$ cat src/rtl/multicycle_sequencer.sv
// Multi-cycle control FSM for the R4 RV32I core: sequences fetch/decode/execute/memory/writeback
// over a single shared memory port, with a retired-instruction counter and memory-timeout fault.
module multicycle_sequencer #(
  parameter int unsigned TIMEOUT   = 16,
  parameter int unsigned INSTRET_W = 32
) (
  input  logic                 clk,
  input  logic                 reset,
  input  logic                 run,
  input  logic                 mem_ready,
  input  logic                 mem_write,
  input  logic                 mem_to_reg,
  input  logic                 reg_write,
  input  logic                 branch,
  input  logic                 jump,
  input  logic                 branch_taken,
  output logic                 mem_req,
  output logic                 mem_we,
  output logic                 mem_addr_sel,
  output logic                 ir_we,
  output logic                 mdr_we,
  output logic                 rf_we,
  output logic                 pc_we,
  output logic                 pc_src,
  output logic                 busy,
  output logic                 fault,
  output logic [2:0]           state,
  output logic [INSTRET_W-1:0] instret
);

  localparam logic [2:0] StIdle   = 3'd0;
  localparam logic [2:0] StFetch  = 3'd1;
  localparam logic [2:0] StDecode = 3'd2;
  localparam logic [2:0] StExec   = 3'd3;
  localparam logic [2:0] StMem    = 3'd4;
  localparam logic [2:0] StWb     = 3'd5;
  localparam logic [2:0] StFault  = 3'd7;

  logic [2:0]           state_q, state_d;
  logic [7:0]           wait_q, wait_d;
  logic [INSTRET_W-1:0] instret_q, instret_d;
  logic [8:0]           wait_inc;
  logic                 retire;
  logic                 timed_out;

  assign wait_inc  = {1'b0, wait_q} + 9'd1;
  assign timed_out = (wait_inc >= 9'(TIMEOUT));

  always_comb begin
    state_d      = state_q;
    wait_d       = wait_q;
    instret_d    = instret_q;
    retire       = 1'b0;
    mem_req      = 1'b0;
    mem_we       = 1'b0;
    mem_addr_sel = 1'b0;
    ir_we        = 1'b0;
    mdr_we       = 1'b0;
    rf_we        = 1'b0;
    pc_we        = 1'b0;
    pc_src       = 1'b0;

    case (state_q)
      StIdle: begin
        if (run) state_d = StFetch;
      end
      StFetch: begin
        mem_req = 1'b1;
        if (mem_ready) begin
          ir_we   = 1'b1;
          state_d = StDecode;
        end else if (timed_out) begin
          state_d = StFault;
        end else begin
          wait_d = wait_inc[7:0];
        end
      end
      StDecode: state_d = StExec;
      StExec: begin
        if (mem_to_reg || mem_write) begin
          state_d = StMem;
        end else if (branch) begin
          pc_we  = 1'b1;
          pc_src = branch_taken;
          retire = 1'b1;
        end else begin
          state_d = StWb;
        end
      end
      StMem: begin
        mem_req      = 1'b1;
        mem_addr_sel = 1'b1;
        mem_we       = mem_write;
        if (mem_ready) begin
          if (mem_write) begin
            pc_we  = 1'b1;
            retire = 1'b1;
          end else begin
            mdr_we  = 1'b1;
            state_d = StWb;
          end
        end else if (timed_out) begin
          state_d = StFault;
        end else begin
          wait_d = wait_inc[7:0];
        end
      end
      StWb: begin
        rf_we  = reg_write;
        pc_we  = 1'b1;
        pc_src = jump;
        retire = 1'b1;
      end
      StFault: state_d = StFault;
      default: state_d = StIdle;
    endcase

    if (retire) begin
      instret_d = instret_q + {{(INSTRET_W-1){1'b0}}, 1'b1};
      state_d   = run ? StFetch : StIdle;
    end

    // Each memory phase gets its own fresh wait budget.
    if (state_d != state_q && (state_d == StFetch || state_d == StMem)) wait_d = 8'd0;

    if (reset) begin
      mem_req      = 1'b0;
      mem_we       = 1'b0;
      mem_addr_sel = 1'b0;
      ir_we        = 1'b0;
      mdr_we       = 1'b0;
      rf_we        = 1'b0;
      pc_we        = 1'b0;
      pc_src       = 1'b0;
    end
  end

  assign busy    = ~reset && (state_q >= StFetch) && (state_q <= StWb);
  assign fault   = ~reset && (state_q == StFault);
  assign state   = reset ? StIdle : state_q;
  assign instret = reset ? '0 : instret_q;

  always_ff @(posedge clk) begin
    if (reset) begin
      state_q   <= StIdle;
      wait_q    <= 8'd0;
      instret_q <= '0;
    end else begin
      state_q   <= state_d;
      wait_q    <= wait_d;
      instret_q <= instret_d;
    end
  end

endmodule

$ cat config.mk
export PLATFORM = sky130hd
export DESIGN_NAME = multicycle_sequencer
export DESIGN_NICKNAME = d
export VERILOG_FILES = /design/src/rtl/multicycle_sequencer.sv
export SDC_FILE = /design/constraint.sdc
export NUM_CORES = 1
export LEC_CHECK = 0
export ABC_AREA = 0
export CAP_MARGIN = 20
export CORE_ASPECT_RATIO = 0.7
export CORE_UTILIZATION = 53
export CTS_BUF_LIST = sky130_fd_sc_hd__clkbuf_4
export CTS_CLUSTER_DIAMETER = 200
export DETAILED_ROUTE_END_ITERATION = 8
export PLACE_DENSITY = 0.83
export SYNTH_ARGS = -nofsm -noshare
export SYNTH_HDL_FRONTEND = slang
export SYNTH_SLANG_ARGS = --single-unit
$ cat constraint.sdc
create_clock -name clk -period 2.6 [get_ports clk]
set_clock_uncertainty 0.05 [all_clocks]
set_input_delay 0.78 -clock clk [delete_from_list [all_inputs] [get_ports clk]]
set_output_delay 0.78 -clock clk [all_outputs]
set_load 0.01 [all_outputs]
==> results.json <==
{
  "outcome": "complete, no violations",
  "slowest_delay_ns": 0.53,
  "crit_path_top_delay_cell": "clkdlybuf4s50_1",
  "cp_max_fo": 5,
  "drc": 0,
  "die_w_microns": 84.66,
  "io_pins": 55,
  "clkSinkCount": 43,
  "area_growth_pct": 35.78,
  "cts_max_level": 2,
  "start_util": 0.5691,
  "numCtsBuffers": 5,
  "ys_seq_area_frac": 0.3396,
  "die_y_microns": 59.86,
  "port_buffers": 54,
  "tightestPinTransition_ns": 0.3840,
  "path_class": "input port to output pin",
  "netlist.top_cell.by_area": "dfxtp_1",
  "placed_area_sq_mm": 0.003383,
  "fin_tns_setup_ns": 0,
  "antenna_found_initial": 0,
  "gp_congestion": 0.9214,
  "hold_path.class": "register to register",
  "postSynthCellCount": 311,
  "start_kind": "input port",
  "postCtsHoldBufs": 0,
  "netSwitchingFraction": 0.3002,
  "die-area_sq_mm": 0.005068,
  "final_area_sq_mm": 0.003442,
  "vias": 2515,
  "synth_area_leaders": "dfxtp_1 (34%), nor2b_1 (10%), xor2_1 (7.3%)",
  "finalWorstSetupSlack_ns": 0.05856,
  "finish.utilization": 0.7728,
  "post-route-period-util": 0.9775,
  "viasPerCell": 5.576,
  "nets": 408,
  "synth_top_area_share": 0.3396,
  "ys_ff_latch": 43,
  "slew_viol_final": 0,
  "dr_wl_met3_microns": 404,
  "wl_per_cell_microns": 14.35,
  "grt_overflow": 0,
  "rsz0062_at_grt": "no",
  "crit_required_ns": 1.77,
  "drive_gt1_frac": 0.1843,
  "synthArstFlopShare": 0,
  "max_freq_mhz": 393.5,
  "drt_iter0_markers": 137,
  "sequentialPowerShare": 0.538,
  "layout_commonest_cell": "nor2_1",
  "synth_ff_type": "dfxtp_1",
  "cts_root_buf": "clkbuf_4",
  "cp_top_family": "buffers and inverters",
  "ir_drop_mv": 0.1860,
  "dp_slack_ns": -0.6522,
  "first_global_vias": 2352,
  "dp_hpwl_microns": 4865,
  "highest-signal-layer": "met4",
  "pwr-share-clk": 0.253,
  "first_pass_iters": 6,
  "clk_pin_slew_ns": 0.13,
  "cts.path.max_buffers": 2,
  "core_area_sq_mm": 0.004454,
  "detail-route-antenna-nets": 0,
  "net-switching-power_w": 0.0003836,
  "end_kind": "output pin",
  "row_count": 20,
  "diodes": 0,
  "critical_path_arrival_ns": 1.71,
  "relSlewSlack": 0.7374,
  "grt_pass1_wl_microns": 10700,
  "tritoncts": "built",
  "min_period_ns": 2.541,
  "multi_input_area_sq_mm": 0.001633,
  "layout_common_cells": "nor2_1 (44), nor2b_1 (40), dfxtp_1 (40)",
  "synth-edff-count": 0,
  "cp_cell_sequence": "buf_2 -> nor2b_1 -> buf_4 -> clkdlybuf4s50_1",
  "synthesis.nets": 324,
  "clk_latency_ns": 0.37,
  "setup_viol_count_final": 0,
  "met2_length_microns": 2909,
  "nFillCells": 333,
  "synth.avg_cell_area_sq_um": 8.151,
  "syn_area_sq_mm": 0.002535,
  "ys_types": 50,
  "p_leak_nw": 1.648,
  "routed_wl_microns": 6474,
  "seqCellArea_sq_um": 869.6,
  "power_density_mw_per_mm2": 371.2,
  "internal_power_w": 0.0008941,
  "worstPathBufferInverterCount": 3,
  "grt_max_degree": 24,
  "yosys_warnings": 0,
  "wl_met1_microns": 3065,
  "finalHoldViolations": 0,
  "p_comb_frac": 0.208,
  "grt_use_total": 0.2711,
  "cap_viol_max_count": 0
}
==> final timing paths <==
path                           from                     end  slack [ns]  cells after the start
max                           reset                state[0]        0.06                      4
max reg2reg  wait_q[0]$_SDFFE_PP0P_  wait_q[2]$_SDFFE_PP0P_        0.35                      9
min reg2reg  wait_q[4]$_SDFFE_PP0P_  wait_q[4]$_SDFFE_PP0P_        0.44                      2
min          wait_q[4]$_SDFFE_PP0P_  wait_q[4]$_SDFFE_PP0P_        0.44                      2
==> sequential cells by signal, indices dropped and copies added, names as in the netlist <==
name	count
instret_q	32
wait_q	8
state_q	3
==> final cells by class <==
type,count,share of cell area
Timing Repair Buffer,93,0.2356
Tap cell,55,0.01999
Clock inverter,3,0.004362
Multi-Input combinational cell,250,0.4744
Inverter,2,0.002181
Clock buffer,5,0.01091
Sequential cell,43,0.2526
==> metal layers <==
| layer | up-vias | track usage |
|---|---|---|
| li1 | 1252 | - |
| met1 | 1168 | 0.3591 |
| met2 | 84 | 0.4518 |
| met3 | 11 | 0.04972 |
| met4 | 0 | 0.09685 |
| met5 | - | 0 |
==> metrics by stage <==
step / total power, W / std cells / hold slack, ns
5_1_grt: 0.001330 / 451 / 0.4758
3_5_place_dp: 0.0009550 / 441 / 0.4207
4_1_cts: 0.001265 / 451 / 0.4434
3_3_place_gp: 0.0009522 / 441 / 0.4177
2_1_floorplan: 0.0008404 / 311 / 0.4018
6_report: 0.001278 / 451 / 0.4442
==> Yosys cell counts, types with 2 or more instances <==
library cell	instances
nor2_1	45
dfxtp_1	43
nor2b_1	41
xor2_1	21
nand3_1	19
nand2_1	17
clkbuf_1	11
nor3_1	11
and3_1	10
xnor2_1	9
nor4_1	8
a21oi_1	7
nand4_1	6
o21ai_0	6
a21o_1	4
nand2b_1	4
nor4b_1	4
or3_1	4
buf_2	3
ha_1	3
a211oi_1	2
and2_1	2
and4_1	2
inv_1	2
mux2_2	2
==> timing repair <==
item | CTS | global route
pin swaps | 6 | 4
gates resized for setup | 64 | 13
setup endpoints to repair | 57 | 24
setup buffers | 2 | 0
==> kinds of logic (layout without fill, tap and decap cells) <==
group	Yosys count	in the layout	share of synthesized area
flops	43	43	0.3396
buf+inv	18	103	0.03109
mux	3	3	0.01283
fa+ha+maj	3	3	0.01481
compound gates	30	30	0.08046
simple gates	184	184	0.4176
xor+xnor	30	30	0.1037
==> worst register-to-register path, stage by stage (launching register included) <==
cell and delay, ns:
dfxtp_1 0.37, ha_1 0.22, nand3_1 0.10, mux2_2 0.35, nand3_1 0.17, a31oi_1 0.15, buf_4 0.16, nor4b_2 0.26
buf_4 0.22, nor4_1 0.07
==> power by group through the flow <==
stage	clock network (W)	logic [W]	registers, W
final	0.000324	0.000266	0.000688
after global routing	0.000349	0.000291	0.000690
after CTS	0.000325	0.000254	0.000687
after detailed placement	0	0.000256	0.000699
after global placement	0	0.000253	0.000699
after floorplan	0	0.000151	0.000689
Note: power is estimated with default switching activity, not from simulation.
